**src/rtl/bc_fifo_arbiter_if.sv**
```systemverilog
// bc_fifo_arbiter_if: producer, FIFO and Avoidance-side signals of the breadcrumb FIFO arbiter
`timescale 1ns/1ps
interface bc_fifo_arbiter_if #(
    parameter int DW = 16
);
    logic          req0_valid;
    logic [DW-1:0] req0_data;
    logic          req0_ready;
    logic          req1_valid;
    logic [DW-1:0] req1_data;
    logic          req1_ready;
    logic          fifo_full;
    logic          fifo_wr_rst_busy;
    logic          fifo_wr_en;
    logic [DW-1:0] fifo_din;
    logic          fifo_empty;
    logic          fifo_rd_rst_busy;
    logic          fifo_rd_en;
    logic [DW-1:0] fifo_dout;
    logic          out_valid;
    logic [DW-1:0] out_data;
    logic          out_ready;
    modport master (
        input  req0_valid, req0_data, req1_valid, req1_data,
        input  fifo_full, fifo_wr_rst_busy, fifo_empty, fifo_rd_rst_busy, fifo_dout, out_ready,
        output req0_ready, req1_ready, fifo_wr_en, fifo_din, fifo_rd_en, out_valid, out_data
    );
    modport slave (
        output req0_valid, req0_data, req1_valid, req1_data,
        output fifo_full, fifo_wr_rst_busy, fifo_empty, fifo_rd_rst_busy, fifo_dout, out_ready,
        input  req0_ready, req1_ready, fifo_wr_en, fifo_din, fifo_rd_en, out_valid, out_data
    );
endinterface

```
**src/rtl/bc_fifo_arbiter.sv**
```systemverilog
// bc_fifo_arbiter: round-robin write arbiter and read sequencer for the breadcrumb FIFO.
// Define BC_ARB_STATS_EN to add saturating write/read/stall statistics counters.
`timescale 1ns/1ps
module bc_fifo_arbiter #(
    parameter int DW = 16
`ifdef BC_ARB_STATS_EN
    ,
    parameter int CNT_W = 16
`endif
) (
    input  logic              clk,
    input  logic              rst,
    bc_fifo_arbiter_if.master bus,
    output logic              last_grant_o,
    output logic              init_done_o
`ifdef BC_ARB_STATS_EN
    ,
    output logic [CNT_W-1:0]  wr_cnt0_o,
    output logic [CNT_W-1:0]  wr_cnt1_o,
    output logic [CNT_W-1:0]  rd_cnt_o,
    output logic [CNT_W-1:0]  stall_cnt_o
`endif
);
    typedef enum logic [1:0] {INIT, IDLE, WAIT, HOLD} state_e;
    state_e        state_q, state_d;
    logic          init_done_q, last_grant_q, grant, wr_ok;
    logic [DW-1:0] out_data_q;

    always_ff @(posedge clk) begin
        if (rst) begin
            init_done_q  <= 1'b0;
            last_grant_q <= 1'b1;
        end else begin
            init_done_q <= init_done_q | (!bus.fifo_wr_rst_busy & !bus.fifo_rd_rst_busy);
            if (bus.fifo_wr_en) last_grant_q <= grant;
        end
    end

    // On a tie the producer that was not written last wins
    assign wr_ok          = init_done_q & !bus.fifo_full & !bus.fifo_wr_rst_busy;
    assign grant          = (bus.req0_valid & bus.req1_valid) ? !last_grant_q : bus.req1_valid;
    assign bus.fifo_wr_en = wr_ok & (grant ? bus.req1_valid : bus.req0_valid);
    assign bus.fifo_din   = grant ? bus.req1_data : bus.req0_data;
    assign bus.req0_ready = wr_ok & !grant & bus.req0_valid;
    assign bus.req1_ready = wr_ok & grant & bus.req1_valid;
    assign last_grant_o   = last_grant_q;
    assign init_done_o    = init_done_q;

    always_ff @(posedge clk) state_q <= rst ? INIT : state_d;

    always_comb begin
        state_d = state_q;
        case (state_q)
            INIT:    state_d = init_done_q ? IDLE : INIT;
            IDLE:    state_d = (!bus.fifo_empty & !bus.fifo_rd_rst_busy) ? WAIT : IDLE;
            WAIT:    state_d = HOLD;
            HOLD:    state_d = !bus.out_ready ? HOLD : bus.fifo_empty ? IDLE : WAIT;
            default: state_d = INIT;
        endcase
    end

    always_comb begin
        bus.fifo_rd_en = (state_q == IDLE) ? (!bus.fifo_empty & !bus.fifo_rd_rst_busy)
                                           : ((state_q == HOLD) & bus.out_ready & !bus.fifo_empty);
        bus.out_valid  = state_q == HOLD;
    end

    // fifo_dout is valid during WAIT, one cycle after the read strobe
    always_ff @(posedge clk) begin
        if (rst) out_data_q <= '0;
        else if (state_q == WAIT) out_data_q <= bus.fifo_dout;
    end
    assign bus.out_data = out_data_q;

`ifdef BC_ARB_STATS_EN
    logic [CNT_W-1:0] wr_cnt0_q, wr_cnt1_q, rd_cnt_q, stall_cnt_q;

    function automatic logic [CNT_W-1:0] sat_inc(input logic [CNT_W-1:0] v, input logic en);
        return (en && v != '1) ? v + 1'b1 : v;
    endfunction

    always_ff @(posedge clk) begin
        if (rst) begin
            wr_cnt0_q   <= '0;
            wr_cnt1_q   <= '0;
            rd_cnt_q    <= '0;
            stall_cnt_q <= '0;
        end else begin
            wr_cnt0_q   <= sat_inc(wr_cnt0_q, bus.req0_ready);
            wr_cnt1_q   <= sat_inc(wr_cnt1_q, bus.req1_ready);
            rd_cnt_q    <= sat_inc(rd_cnt_q, bus.out_valid & bus.out_ready);
            stall_cnt_q <= sat_inc(stall_cnt_q, (bus.req0_valid | bus.req1_valid) & bus.fifo_full);
        end
    end
    assign wr_cnt0_o   = wr_cnt0_q;
    assign wr_cnt1_o   = wr_cnt1_q;
    assign rd_cnt_o    = rd_cnt_q;
    assign stall_cnt_o = stall_cnt_q;
`endif
endmodule
```
**src/flat_wrapper.sv**
```systemverilog
// flat-port wrapper written by rule: the top's interface ports become plain ports
module bc_fifo_arbiter_flat 
#(
    parameter int DW = 16

)
  (clk, rst, last_grant_o, init_done_o, bus_req0_valid, bus_req0_data, bus_req1_valid, bus_req1_data, bus_fifo_full, bus_fifo_wr_rst_busy, bus_fifo_empty, bus_fifo_rd_rst_busy, bus_fifo_dout, bus_out_ready, bus_req0_ready, bus_req1_ready, bus_fifo_wr_en, bus_fifo_din, bus_fifo_rd_en, bus_out_valid, bus_out_data);
  bc_fifo_arbiter_if #(.DW(DW)) bus_i ();
  input  logic clk;
  input  logic rst;
  output logic last_grant_o;
  output logic init_done_o;
  input wire logic [$bits(bus_i.req0_valid)-1:0] bus_req0_valid;
  input wire logic [$bits(bus_i.req0_data)-1:0] bus_req0_data;
  input wire logic [$bits(bus_i.req1_valid)-1:0] bus_req1_valid;
  input wire logic [$bits(bus_i.req1_data)-1:0] bus_req1_data;
  input wire logic [$bits(bus_i.fifo_full)-1:0] bus_fifo_full;
  input wire logic [$bits(bus_i.fifo_wr_rst_busy)-1:0] bus_fifo_wr_rst_busy;
  input wire logic [$bits(bus_i.fifo_empty)-1:0] bus_fifo_empty;
  input wire logic [$bits(bus_i.fifo_rd_rst_busy)-1:0] bus_fifo_rd_rst_busy;
  input wire logic [$bits(bus_i.fifo_dout)-1:0] bus_fifo_dout;
  input wire logic [$bits(bus_i.out_ready)-1:0] bus_out_ready;
  output wire logic [$bits(bus_i.req0_ready)-1:0] bus_req0_ready;
  output wire logic [$bits(bus_i.req1_ready)-1:0] bus_req1_ready;
  output wire logic [$bits(bus_i.fifo_wr_en)-1:0] bus_fifo_wr_en;
  output wire logic [$bits(bus_i.fifo_din)-1:0] bus_fifo_din;
  output wire logic [$bits(bus_i.fifo_rd_en)-1:0] bus_fifo_rd_en;
  output wire logic [$bits(bus_i.out_valid)-1:0] bus_out_valid;
  output wire logic [$bits(bus_i.out_data)-1:0] bus_out_data;
  assign bus_i.req0_valid = bus_req0_valid;
  assign bus_i.req0_data = bus_req0_data;
  assign bus_i.req1_valid = bus_req1_valid;
  assign bus_i.req1_data = bus_req1_data;
  assign bus_i.fifo_full = bus_fifo_full;
  assign bus_i.fifo_wr_rst_busy = bus_fifo_wr_rst_busy;
  assign bus_i.fifo_empty = bus_fifo_empty;
  assign bus_i.fifo_rd_rst_busy = bus_fifo_rd_rst_busy;
  assign bus_i.fifo_dout = bus_fifo_dout;
  assign bus_i.out_ready = bus_out_ready;
  assign bus_req0_ready = bus_i.req0_ready;
  assign bus_req1_ready = bus_i.req1_ready;
  assign bus_fifo_wr_en = bus_i.fifo_wr_en;
  assign bus_fifo_din = bus_i.fifo_din;
  assign bus_fifo_rd_en = bus_i.fifo_rd_en;
  assign bus_out_valid = bus_i.out_valid;
  assign bus_out_data = bus_i.out_data;
  bc_fifo_arbiter #(.DW(DW)) u_core (.clk(clk), .rst(rst), .bus(bus_i), .last_grant_o(last_grant_o), .init_done_o(init_done_o));
endmodule
```
**config.mk**
```make
export PLATFORM = sky130hd
export DESIGN_NAME = bc_fifo_arbiter_flat
export DESIGN_NICKNAME = d
export VERILOG_FILES = /design/src/rtl/bc_fifo_arbiter_if.sv /design/src/rtl/bc_fifo_arbiter.sv /design/src/flat_wrapper.sv
export SDC_FILE = /design/constraint.sdc
export NUM_CORES = 1
export LEC_CHECK = 0
export ABC_AREA = 1
export CELL_PAD_IN_SITES_DETAIL_PLACEMENT = 1
export CELL_PAD_IN_SITES_GLOBAL_PLACEMENT = 1
export CORE_MARGIN = 8
export CORE_UTILIZATION = 19
export DETAILED_ROUTE_END_ITERATION = 12
export HOLD_SLACK_MARGIN = 0.02
export PLACE_DENSITY = 0.9
export REMOVE_ABC_BUFFERS = 1
export SLEW_MARGIN = 20
export SYNTH_ARGS = -nofsm -noshare
export SYNTH_HDL_FRONTEND = slang
export SYNTH_SLANG_ARGS = --single-unit
```
**constraint.sdc**
```tcl
create_clock -name clk -period 3 [get_ports clk]
set_input_delay 0.3 -clock clk [delete_from_list [all_inputs] [get_ports clk]]
set_output_delay 0.3 -clock clk [all_outputs]
set_load 0.02 [all_outputs]
```
# == After elaboration in Yosys (flattened, before gate mapping) ==
# Index checks and enable logic that the tools add are counted.
# word_totals
reg_bits,20
out_inout_bits,39
elab_cells,36
# op_classes
n_eq_ne,3
mux,9
bitwise,13
reduce_logical,7
# op_table
operator,count
2-to-1 mux 16 bit,1
bitwise AND 1 bit,12
one-hot mux 2 bit (4 select lines),1
zero test 1 bit,6
2-to-1 mux 2 bit,3
"== test 2 bit, second input constant",2
2-to-1 mux 1 bit,4
"== test 2 x 1 -> 1 bit, second input constant",1
zero test 2 bit,1
OR 1 bit,1

# == Depth between registers and ports, before layout ==
# depth
word_depth,5
mapped_depth,6

# == Worst setup path after synthesis ==
# No wires, ideal clock.
# synth_path
path_type,register -> output
startpoint,"register u_core.last_grant_q, in the netlist u_core.last_grant_o"
endpoint,output bus_req0_ready
arrival_time_ns,1.288
t_required_ns,2.700
setup_slack_ns,1.412
path_stages_with_launch,5
path_buffers,0
path_cell_list,dfxtp_1 > nand2_1 > nand2_2 > inv_2 > nor3b_1
# synth_via
elab_chain_cells,5
# synth_lines
element,line_no,rtl
start: declaration,bc_fifo_arbiter.sv:26,"logic init_done_q, last_grant_q, grant, wr_ok;"
start signal: assignment,bc_fifo_arbiter.sv:35,if (bus.fifo_wr_en) last_grant_q <= grant;
zero test 1 bit,bc_fifo_arbiter.sv:41,assign grant = (bus.req0_valid & bus.req1_valid) ? !last_grant_q : bus.req1_valid;
2-to-1 mux 1 bit,bc_fifo_arbiter.sv:41,
zero test 1 bit,bc_fifo_arbiter.sv:44,assign bus.req0_ready = wr_ok & !grant & bus.req0_valid;
bitwise AND 1 bit (2 in a row),bc_fifo_arbiter.sv:44,
end: declaration,flat_wrapper.sv:23,output wire logic [$bits(bus_i.req0_ready)-1:0] bus_req0_ready;
# No other way between the ends.

# == Worst setup path in the final report ==
# layout_path
startpoint,input bus_req0_valid
endpoint,output bus_req0_ready
# layout_via
elab_chain_cells,5
# layout_lines
element,line_no,rtl
start: declaration,flat_wrapper.sv:13,input wire logic [$bits(bus_i.req0_valid)-1:0] bus_req0_valid;
bitwise AND 1 bit,bc_fifo_arbiter.sv:41,
2-to-1 mux 1 bit,bc_fifo_arbiter.sv:41,
zero test 1 bit,bc_fifo_arbiter.sv:44,
bitwise AND 1 bit,bc_fifo_arbiter.sv:44,
bitwise AND 1 bit *,bc_fifo_arbiter.sv:44,
# Every way passes the cells marked *; elsewhere a longest branch is shown, timed or not.

==> impl_metrics.env <==
export IMPL_run_status="completed"
export IMPL_syn_avg_cell_area_um2=6.29
export IMPL_worst_ep_arrival_time_ns=2.23
export IMPL_hpwl_mm=3.64
export IMPL_r2r_setup_slack_ns=1.60
export IMPL_rsz0062_at_grt="false"
export IMPL_critical_path_max_stage_delay_ns=0.64
export IMPL_path_common_cell="sky130_fd_sc_hd__clkdlybuf4s50_1"
export IMPL_ys_async_sr_fraction_pct=0
export IMPL_io_pin_count=96
export IMPL_worst_setup_hold_path_clk_slew_ns=0.07
export IMPL_timing_final_ws_setup_ns=0.468
export IMPL_final_total_power_mw=0.671
export IMPL_mean_number_of_vias_per_cell=4.17
export IMPL_port_buffers=95
export IMPL_mappedNetlistArea_um2=987
export IMPL_setup_viol_count_final=0
export IMPL_global_route_wire_length_before_repair_mm=6.80
export IMPL_met1Wirelength_mm=1.77
export IMPL_ff_latch_area_um2=400
export IMPL_gpl_final_weighted_congestion=0.699
export IMPL_ffs_latches_synth=20
export IMPL_worstMarginPinSlew_ns=0.796
export IMPL_setup_tns_ns=0
export IMPL_final_layout_size_suffix_gt1_share_pct=4.02
export IMPL_dieWidth_um=88.1
export IMPL_layout_filler_cells=655
export IMPL_hold_viol=0
export IMPL_cp_end_kind="primary output"
export IMPL_antenna_found_initial=0
export IMPL_placed_area_um2=1990
export IMPL_wire_per_inst_um=13.5
export IMPL_fmax_ghz=0.395
export IMPL_synth_edff_count=0
export IMPL_route_top_layer_used="met4"
export IMPL_synth_warning_count=0
export IMPL_drt_iter0_markers=25
export IMPL_max_slew_margin_rel_pct=46.7
export IMPL_finalInstanceArea_um2=2030
export IMPL_required_worst_endpoint_ns=2.70
export IMPL_antenna_cells_inserted=0
export IMPL_finish_net_count=308
export IMPL_met3WireLength_um=617
export IMPL_ir_drop_worst_vdd_v=0.000125
export IMPL_postSynth_topFlopCell="sky130_fd_sc_hd__dfxtp_1"
export IMPL_std_cell_rows=26
export IMPL_min_delay_path_class="reg2reg"
export IMPL_startpoint_class_of_the_critical_path="input port"
export IMPL_criticalPathCategory="in2out"
export IMPL_final_max_slew_viol_count=0
export IMPL_power_leakage_nw=0.817
export IMPL_synthesis_to_finish_area_growth_pct=105
export IMPL_detail_route_antenna_nets=0
export IMPL_clock_skew_ns=0.00174
export IMPL_postCtsSetupBuffers=0
export IMPL_cts_tree="done"
export IMPL_grt_total_usage_pct=11.1
export IMPL_route_detailed_drc=0
export IMPL_power_density_nw_per_um2=331
export IMPL_path_delay_family="buffers and inverters"
export IMPL_dr_wl_met2_mm=1.89
export IMPL_cp_cell_sequence="clkdlybuf4s50_1, nand2_1, nand2_2, inv_2, nor3b_1, clkdlybuf4s50_1"
export IMPL_numCtsBuffers=3
export IMPL_cts_htree_levels=1
export IMPL_netlist_instances=157
export IMPL_drv_cap=0
export IMPL_synth_top_cells_by_count="91 x sky130_fd_sc_hd__nand2_1, 20 x sky130_fd_sc_hd__dfxtp_1, 17 x sky130_fd_sc_hd__a21oi_1"
export IMPL_initial_util_pct=19.5
export IMPL_ys_top_cells_by_area="sky130_fd_sc_hd__dfxtp_1 41%, sky130_fd_sc_hd__nand2_1 35%, sky130_fd_sc_hd__a21oi_1 8.6%, sky130_fd_sc_hd__buf_6 2.3%, sky130_fd_sc_hd__inv_1 2.3%"
export IMPL_multiInputGateArea_um2=513
export IMPL_post_cts_sizing=0
export IMPL_routed_via_count=1331
export IMPL_crit_slowest_cell="sky130_fd_sc_hd__clkdlybuf4s50_1"
export IMPL_cts_hold_buf=0
export IMPL_first_global_vias=1456
export IMPL_synthMostInstantiatedCell="sky130_fd_sc_hd__nand2_1"
export IMPL_clk_root_buffer_cell="sky130_fd_sc_hd__clkbuf_8"
export IMPL_gr_total_overflow=0
export IMPL_netlist_cell_type_count=17
export IMPL_fp_coreArea_um2=5070
export IMPL_drt_pass1_iter_count=2
export IMPL_wirelength_mm=4.30
export IMPL_timing_critical_path_fanout_max=18
export IMPL_layout_worst_path_cycle_share_pct=84.4
export IMPL_clock_path_buffers=2
export IMPL_seq_area_frac_synth_pct=40.6
export IMPL_final_period_minus_worst_setup_slack_ns=2.53
export IMPL_place_ws_ns=0.423
export IMPL_clock_sinks=20
export IMPL_critPathBufInv=3
export IMPL_die_ar_um2=7760
export IMPL_post_synthesis_cell_type_with_the_largest_combined_area="sky130_fd_sc_hd__dfxtp_1"
export IMPL_grt_max_degree=21
export IMPL_die_height_um=88.1
export IMPL_insertion_delay_ns=0.25
export IMPL_synthDominantCellAreaShare_pct=40.6
sequential cells by signal (all words and copies together), names as in the netlist:
register,cells
u_core.bus.out_data,16
u_core.init_done_o,1
u_core.state_q,2
u_core.last_grant_o,1
worst register-to-register path, stage by stage, from the launching register on:
cell	delay (ns)
sky130_fd_sc_hd__dfxtp_1	0.39
sky130_fd_sc_hd__inv_2	0.08
sky130_fd_sc_hd__nor2_4	0.35
sky130_fd_sc_hd__inv_2	0.23
sky130_fd_sc_hd__nand2_1	0.13
sky130_fd_sc_hd__a21oi_1	0.07
per-stage QoR:
step / hold slack, ns / util [%] / cells
after floorplan: 0.362 / - / 151
after global placement: 0.447 / 39.1 / 316
after detailed placement: 0.458 / 39.1 / 316
after CTS: 0.470 / 39.9 / 319
after global routing: 0.488 / 39.9 / 319
final: 0.465 / 39.9 / 319
per-layer routing:
metal / GRT usage (%) / up-vias
met5: 0 / -
met4: 2.76 / 0
met3: 6.57 / 2
met2: 18.2 / 72
met1: 11.8 / 589
li1: - / 668
kinds of logic (layout without fill, tap and decap cells):
| family | after synthesis | in the layout | synth area share (%) |
|---|---|---|---|
| buf+inv | 15 | 107 | 7.48 |
| simple gates | 101 | 101 | 40.3 |
| flops | 20 | 20 | 40.6 |
| compound gates | 21 | 21 | 11.7 |
cell type report:
cell class                      instances  area share, %
Clock buffer                            3           2.04
Inverter                                9           1.67
Multi-Input combinational cell        122           25.3
Sequential cell                        20           19.8
Tap cell                               70           4.32
Timing Repair Buffer                   95           46.9
report_power, final:
part / total, mW / internal [mW] / switching, mW
Clock: 0.169 / 0.0891 / 0.0799
Sequential: 0.280 / 0.274 / 0.00647
Combinational: 0.222 / 0.125 / 0.0968
Total: 0.671 / 0.487 / 0.183
cells in the final DEF, fill, tap and decap left out:
cell / instances
sky130_fd_sc_hd__nand3_1: 2
sky130_fd_sc_hd__nor2_4: 1
sky130_fd_sc_hd__o21ai_0: 1
sky130_fd_sc_hd__inv_1: 6
sky130_fd_sc_hd__a21oi_2: 2
sky130_fd_sc_hd__nand2_1: 91
sky130_fd_sc_hd__inv_2: 3
sky130_fd_sc_hd__nor2_1: 4
sky130_fd_sc_hd__nand2_2: 1
sky130_fd_sc_hd__nand4_1: 1
sky130_fd_sc_hd__clkdlybuf4s50_1: 95
sky130_fd_sc_hd__clkbuf_8: 3
sky130_fd_sc_hd__a21oi_1: 17
sky130_fd_sc_hd__dfxtp_1: 20
sky130_fd_sc_hd__o211ai_1: 1
sky130_fd_sc_hd__nor3b_1: 1
final timing paths:
kind,from,endpoint,cells after the start
max,bus_req0_valid,bus_req0_ready,6
min reg2reg,u_core.bus.out_data[13],u_core.bus.out_data[13],2
max reg2reg,u_core.state_q[1],u_core.bus.out_data[15],5
min,u_core.bus.out_data[13],u_core.bus.out_data[13],2
Power figures use the tool's default switching activity.
